[src/rtl/rad4_pkg.sv]
// Shared definitions for the truncated radix-4 Booth multiplier pipeline:
// default parameters, Booth digit encoding and the digit-count derivation.
package rad4_pkg;

    localparam int XW_DEF    = 32;
    localparam int YW_DEF    = 11;
    localparam int TRUNC_DEF = 5;
    localparam int TW_DEF    = 4;

    typedef enum logic [2:0] {
        ZERO,
        P1,
        P2,
        M1,
        M2
    } booth_e;

    // Number of radix-4 digits covering the kept coefficient bits.
    function automatic int rad4_g(input int yw, input int trunc);
        return (yw - trunc) / 2;
    endfunction

endpackage

[src/rtl/rad4_booth_pp.sv]
// One radix-4 Booth digit: selects 0, +-X or +-2X of the sample.
// Ports: x_i sample, bits_i digit triplet {hi, mid, lo},
//        pp_o partial product (XW+1 bits, inverted when negative),
//        neg_o sign factor completing the two's complement negation.
module rad4_booth_pp
    import rad4_pkg::*;
#(
    parameter int XW = XW_DEF
) (
    input  logic [XW-1:0] x_i,
    input  logic [2:0]    bits_i,
    output logic [XW:0]   pp_o,
    output logic          neg_o
);

    booth_e      dig;
    logic [XW:0] x1;
    logic [XW:0] x2;

    assign x1 = {x_i[XW-1], x_i};
    assign x2 = {x_i, 1'b0};

    always_comb begin
        unique case (bits_i)
            3'b001, 3'b010: dig = P1;
            3'b011:         dig = P2;
            3'b100:         dig = M2;
            3'b101, 3'b110: dig = M1;
            default:        dig = ZERO;
        endcase
    end

    always_comb begin
        pp_o  = '0;
        neg_o = 1'b0;
        unique case (dig)
            P1: pp_o = x1;
            P2: pp_o = x2;
            M1: begin
                pp_o  = ~x1;
                neg_o = 1'b1;
            end
            M2: begin
                pp_o  = ~x2;
                neg_o = 1'b1;
            end
            default: pp_o = '0;
        endcase
    end

endmodule

[src/rtl/rad4_trunc_mult_pipe.sv]
// 3-stage truncated radix-4 Booth multiplier with valid/ready flow control.
// p = floor(x * Yq / 2^(YW-1)) mod 2^XW, Yq = y with TRUNC LSBs cleared.
// Ports: clk, rst (sync, active-high); in_valid/in_ready, x, y, in_tag;
//        out_valid/out_ready, p, out_tag (tag travels with its sample).
module rad4_trunc_mult_pipe
    import rad4_pkg::*;
#(
    parameter int XW    = XW_DEF,
    parameter int YW    = YW_DEF,
    parameter int TRUNC = TRUNC_DEF,
    parameter int TW    = TW_DEF
) (
    input  logic          clk,
    input  logic          rst,
    input  logic          in_valid,
    output logic          in_ready,
    input  logic [XW-1:0] x,
    input  logic [YW-1:0] y,
    input  logic [TW-1:0] in_tag,
    output logic          out_valid,
    input  logic          out_ready,
    output logic [XW-1:0] p,
    output logic [TW-1:0] out_tag
);

    localparam int G  = rad4_g(YW, TRUNC);
    // Sum of digits is scaled by 2^TRUNC; remaining shift to /2^(YW-1).
    localparam int SH = 2 * G - 1;
    localparam int SW = XW + 2 * G;
    localparam logic [YW-1:0] LO_MASK = YW'((64'd1 << TRUNC) - 64'd1);

    // ---------------- S1: Booth encode ----------------
    logic [YW-1:0] yq;
    logic [YW:0]   yqe;
    logic [XW:0]   pp_d [G];
    logic [G-1:0]  neg_d;

    assign yq  = y & ~LO_MASK;
    // Extra zero below yq supplies the "bit below" of the lowest digit.
    assign yqe = {yq, 1'b0};

    for (genvar k = 0; k < G; k++) begin : g_pp
        rad4_booth_pp #(.XW(XW)) u_pp (
            .x_i    (x),
            .bits_i (yqe[TRUNC+2*k +: 3]),
            .pp_o   (pp_d[k]),
            .neg_o  (neg_d[k])
        );
    end

    logic [XW:0]   pp_q [G];
    logic [G-1:0]  neg_q;
    logic [TW-1:0] tag1_q;
    logic          v1_q;

    // ---------------- S2: carry-save reduction ----------------
    logic [SW-1:0] sum_d;
    logic [SW-1:0] car_d;

    always_comb begin
        logic [SW-1:0] t;
        logic [SW-1:0] n;
        logic [SW-1:0] negv;
        negv = '0;
        for (int k = 0; k < G; k++) begin
            negv[2*k] = neg_q[k];
        end
        sum_d = {{(SW-XW-1){pp_q[0][XW]}}, pp_q[0]};
        car_d = negv;
        for (int k = 1; k < G; k++) begin
            t     = {{(SW-XW-1){pp_q[k][XW]}}, pp_q[k]} << (2 * k);
            n     = sum_d ^ car_d ^ t;
            car_d = ((sum_d & car_d) | (sum_d & t) | (car_d & t)) << 1;
            sum_d = n;
        end
    end

    logic [SW-1:0] sum_q;
    logic [SW-1:0] car_q;
    logic [TW-1:0] tag2_q;
    logic          v2_q;

    // ---------------- S3: carry-propagate add + shift ----------------
    logic [SW-1:0] tot_d;
    logic [XW-1:0] p_d;

    assign tot_d = sum_q + car_q;
    assign p_d   = tot_d[SH +: XW];

    logic [XW-1:0] p_q;
    logic [TW-1:0] tag3_q;
    logic          v3_q;

    // ---------------- handshake ----------------
    logic adv1, adv2, adv3, acc;

    assign adv3     = v3_q & out_ready;
    assign adv2     = v2_q & (!v3_q | adv3);
    assign adv1     = v1_q & (!v2_q | adv2);
    assign in_ready = !rst & (!v1_q | adv1);
    assign acc      = in_valid & in_ready;

    always_ff @(posedge clk) begin
        if (rst) begin
            pp_q   <= '{default: '0};
            neg_q  <= '0;
            tag1_q <= '0;
            v1_q   <= 1'b0;
            sum_q  <= '0;
            car_q  <= '0;
            tag2_q <= '0;
            v2_q   <= 1'b0;
            p_q    <= '0;
            tag3_q <= '0;
            v3_q   <= 1'b0;
        end else begin
            if (acc) begin
                pp_q   <= pp_d;
                neg_q  <= neg_d;
                tag1_q <= in_tag;
            end
            v1_q <= acc | (v1_q & !adv1);
            if (adv1) begin
                sum_q  <= sum_d;
                car_q  <= car_d;
                tag2_q <= tag1_q;
            end
            v2_q <= adv1 | (v2_q & !adv2);
            if (adv2) begin
                p_q    <= p_d;
                tag3_q <= tag2_q;
            end
            v3_q <= adv2 | (v3_q & !adv3);
        end
    end

    assign out_valid = v3_q;
    assign p         = p_q;
    assign out_tag   = tag3_q;

endmodule
[config.mk]
export PLATFORM = sky130hd
export DESIGN_NAME = rad4_trunc_mult_pipe
export DESIGN_NICKNAME = d
export VERILOG_FILES = /design/src/rtl/rad4_pkg.sv /design/src/rtl/rad4_booth_pp.sv /design/src/rtl/rad4_trunc_mult_pipe.sv
export SDC_FILE = /design/constraint.sdc
export NUM_CORES = 1
export LEC_CHECK = 0
export CORE_UTILIZATION = 42
export DETAILED_ROUTE_END_ITERATION = 16
export DONT_BUFFER_PORTS = 1
export PLACE_DENSITY = 0.67
export SYNTH_ARGS = -nofsm -noshare
export SYNTH_HDL_FRONTEND = slang
export SYNTH_SLANG_ARGS = --single-unit
[constraint.sdc]
create_clock -name clk -period 2.95 [get_ports clk]
set_clock_uncertainty 0.1 [all_clocks]
set_input_delay 0.59 -clock clk [delete_from_list [all_inputs] [get_ports clk]]
set_output_delay 0.59 -clock clk [all_outputs]
set_load 0.01 [all_outputs]
==> impl_results.md, run 1 <==
* I/O pin total at 89
* YS warnings at 0
* Worst-path cell chain: ha_1 > a41o_1 > o22a_4 > a211o_2 > a311oi_4 > o31ai_1 > a21boi_0 > xor2_1 > o31ai_1
* Via count at 10772
* Kind of critical path: flop to flop
* RSZ-0062 raised after global routing: no
* Power Dens Cells at 534 nW/µm²
* CTS max path bufs at 3
* DRC violations left at 0
* Via density at 5.46
* Largest net degree at the start of global routing at 213
* Synth-to-layout area growth at 6.89%
* Post-CTS Setup Bufs at 0
* Fraction of layout cells with a size suffix above 1 at 4.86%
* CTS Sinks at 218
* Clk slew on worst S/H paths at 60 ps
* Die X at 178 µm
* Cell row count at 63
* Chip Height at 178 µm
* Synthesized area at 13000 µm²
* CTS tree: built
* Post-Place Worst Slack at 156 ps
* Die area at 31600 µm²
* H-tree depth at 1
* Filler cells at 2961
* Vias in the first global route at 10189
* Global-route wire length before repair at 51800 µm
* Req. time, crit path at 3250 ps
* Fin nets at 1716
* Worst vdd ir at 0.000399 V
* Final HPWL DP at 21400 µm
* Distinct cells, synth at 62
* Slowest-stage cell, CP: a311oi_4
* Placed Area at 13100 µm²
* Register area share after synthesis at 33.6%
* Element type at the critical path end: flop
* Worst rel slew slack at 47.3%
* GPL Wtd Cong at 0.866
* # setup viols final at 0
* Most frequent cells in the layout: 250 x nor2_1, 218 x dfxtp_1, 206 x nand2_1
* Status: finished, final reports clean
* Core area at 30000 µm²
* Slew of the pin with the lowest slew margin at 791 ps
* Primary FF master, synth: dfxtp_1
* Starting utilization of the core area at 43.2%
* Crit Path Max Fanout at 6
* Top post-synthesis cells by area: dfxtp_1 34%, nor2_1 7.3%, ha_1 6.3%
* Total Routing Usage GR at 20.1%
* IO Port Bufs at 0
* Ant diodes at 0
* Initial drt markers at 715
* Count of final hold-check violations at 0
* Max Freq at 363 MHz
* Fin Setup TNS at 0 ps
* Cell mode on critical path: o31ai_1
* TritonCTS buffer count at 25
* Post-layout util at 46.2%
* Area share of the largest cell type after synthesis at 33.6%
* Worst hold path class: primary input to flop
* Cts hold-fix bufs at 0
* Critical Path Source Type: flop
* Fin crit period at 2760 ps
* Async set-reset flop share out of synthesis at 0%
* Cell Count, Final, Fillers Out at 1973
* PnR worst setup slack at 194 ps
* WL final at 31500 µm
* Final period util at 93.4%
* FF-to-FF setup slack at 190 ps
* Drt wl/cell at 16.0 µm
* Flops & latches, synth at 218
* Final Max Tran Viols at 0
* DP Cell Count at 1930
* Post-synth EDFFs at 0
* Leakage at 5.27 nW
* Clock root cell: clkbuf_16
* Max_cap viols at 0
* Worst-Skew Late Latency at 520 ps
* Syn nets at 1824
* Syn Inst Count at 1675
* Worst path arrival time at 3050 ps
* Post-route cell area at 13900 µm²
* DR pass1 iterations at 7
* Yosys top cell by area: dfxtp_1
* Syn_area_per_cell at 7.75 µm²
* CP max stage delay at 350 ps
* Initial antenna violation count at 0
* Leading cell type in the layout, fill and taps excluded: nor2_1
* ANT nets after route at 0
* Grt ovf at 0
-- cell families (layout without fill, tap and decap cells) --
| kind of cell | after synthesis | count (layout) | share of synthesized area (%) |
|---|---|---|---|
| compound gates | 322 | 322 | 17.8 |
| simple gates | 684 | 684 | 23.1 |
| xor+xnor | 94 | 94 | 6.34 |
| flops | 218 | 218 | 33.6 |
| buf+inv | 258 | 166 | 7.72 |
| mux | 1 | 1 | 0.0771 |
| fa+ha+maj | 98 | 98 | 11.4 |
-- metal layers --
metal | track usage, % | up-vias | routed length (µm)
li1 | - | 5459 | -
met1 | 29.3 | 4992 | 15400
met2 | 29.9 | 280 | 13200
met3 | 3.38 | 41 | 2240
met4 | 5.84 | 0 | 597
met5 | 0 | - | 0
-- synth_stat cells, types with 8 or more instances --
master	n
fa_1	33
nor2b_1	8
clkbuf_1	140
and3_1	34
a21o_1	20
o221ai_1	62
a211oi_1	97
o21ai_0	25
ha_1	65
a21oi_1	73
xnor2_1	83
nand3_1	19
nor3_1	106
nand2_1	207
nand2b_1	33
inv_1	103
buf_1	9
dfxtp_1	218
xor2_1	11
nor2_1	251
-- layout make-up --
type / instances / area, µm² / share of cell area [%]
multi-input cells: 1199 / 7650 / 55.1
clock buffers: 34 / 709 / 5.11
inverters: 103 / 387 / 2.79
flip-flops and latches: 218 / 4360 / 31.5
well taps: 390 / 488 / 3.52
repair buffers: 20 / 200 / 1.44
clock inverters: 9 / 73.8 / 0.532
-- power breakdown --
part | switching, W | internal [W] | total [W]
clock | 0.00122 | 0.00176 | 0.00298
combinational | 0.000677 | 0.000517 | 0.00119
sequential | 0.000104 | 0.00313 | 0.00323
total | 0.00200 | 0.00540 | 0.00741
-- metrics by stage --
step	total power, W	hold slack [ps]
after CTS	0.00745	35.3
after floorplan	0.00429	332
final	0.00741	74.8
after global routing	0.00775	40.4
after detailed placement	0.00448	339
after global placement	0.00445	334
-- critical path: cells and delay by family, from the launching register on --
kind            cells  cell delay, ps
fa+ha+maj           1             290
xor+xnor            1             170
flops               1             320
compound gates      7            1750
-- state kept, by name, summed over array words and instances (netlist names) --
register,count
out_tag,4
sum_q,35
tag2_q,4
neg_q,3
car_q,34
v2_q,1
tag1_q,4
out_valid,1
pp_q,99
v1_q,1
p,32
-- path summary, 6_finish.rpt --
kind	startpoint	to	depth (start not counted)
worst max-delay path	sum_q[4]	p[21]	9
worst min register to register	tag1_q[2]	tag2_q[2]	2
worst max register to register	sum_q[4]	p[21]	9
worst min-delay path	in_tag[1]	tag1_q[1]	2
-- what timing repair did --
action	CTS	global route
setup endpoints to repair	0	2
hold endpoints to repair	0	0
resized for setup	0	2
Note: power is estimated with default switching activity, not from simulation.
==> inputs of run 2 (changes only) <==
--- a/config.mk
+++ b/config.mk
@@ -5,6 +5,7 @@
 export SDC_FILE = /design/constraint.sdc
 export NUM_CORES = 1
 export LEC_CHECK = 0
+export CAP_MARGIN = 20
 export CORE_UTILIZATION = 42
 export DETAILED_ROUTE_END_ITERATION = 16
 export DONT_BUFFER_PORTS = 1
==> results of run 2 <==
Same layout as run 1: the final DEF is identical, and so are final timing and power.
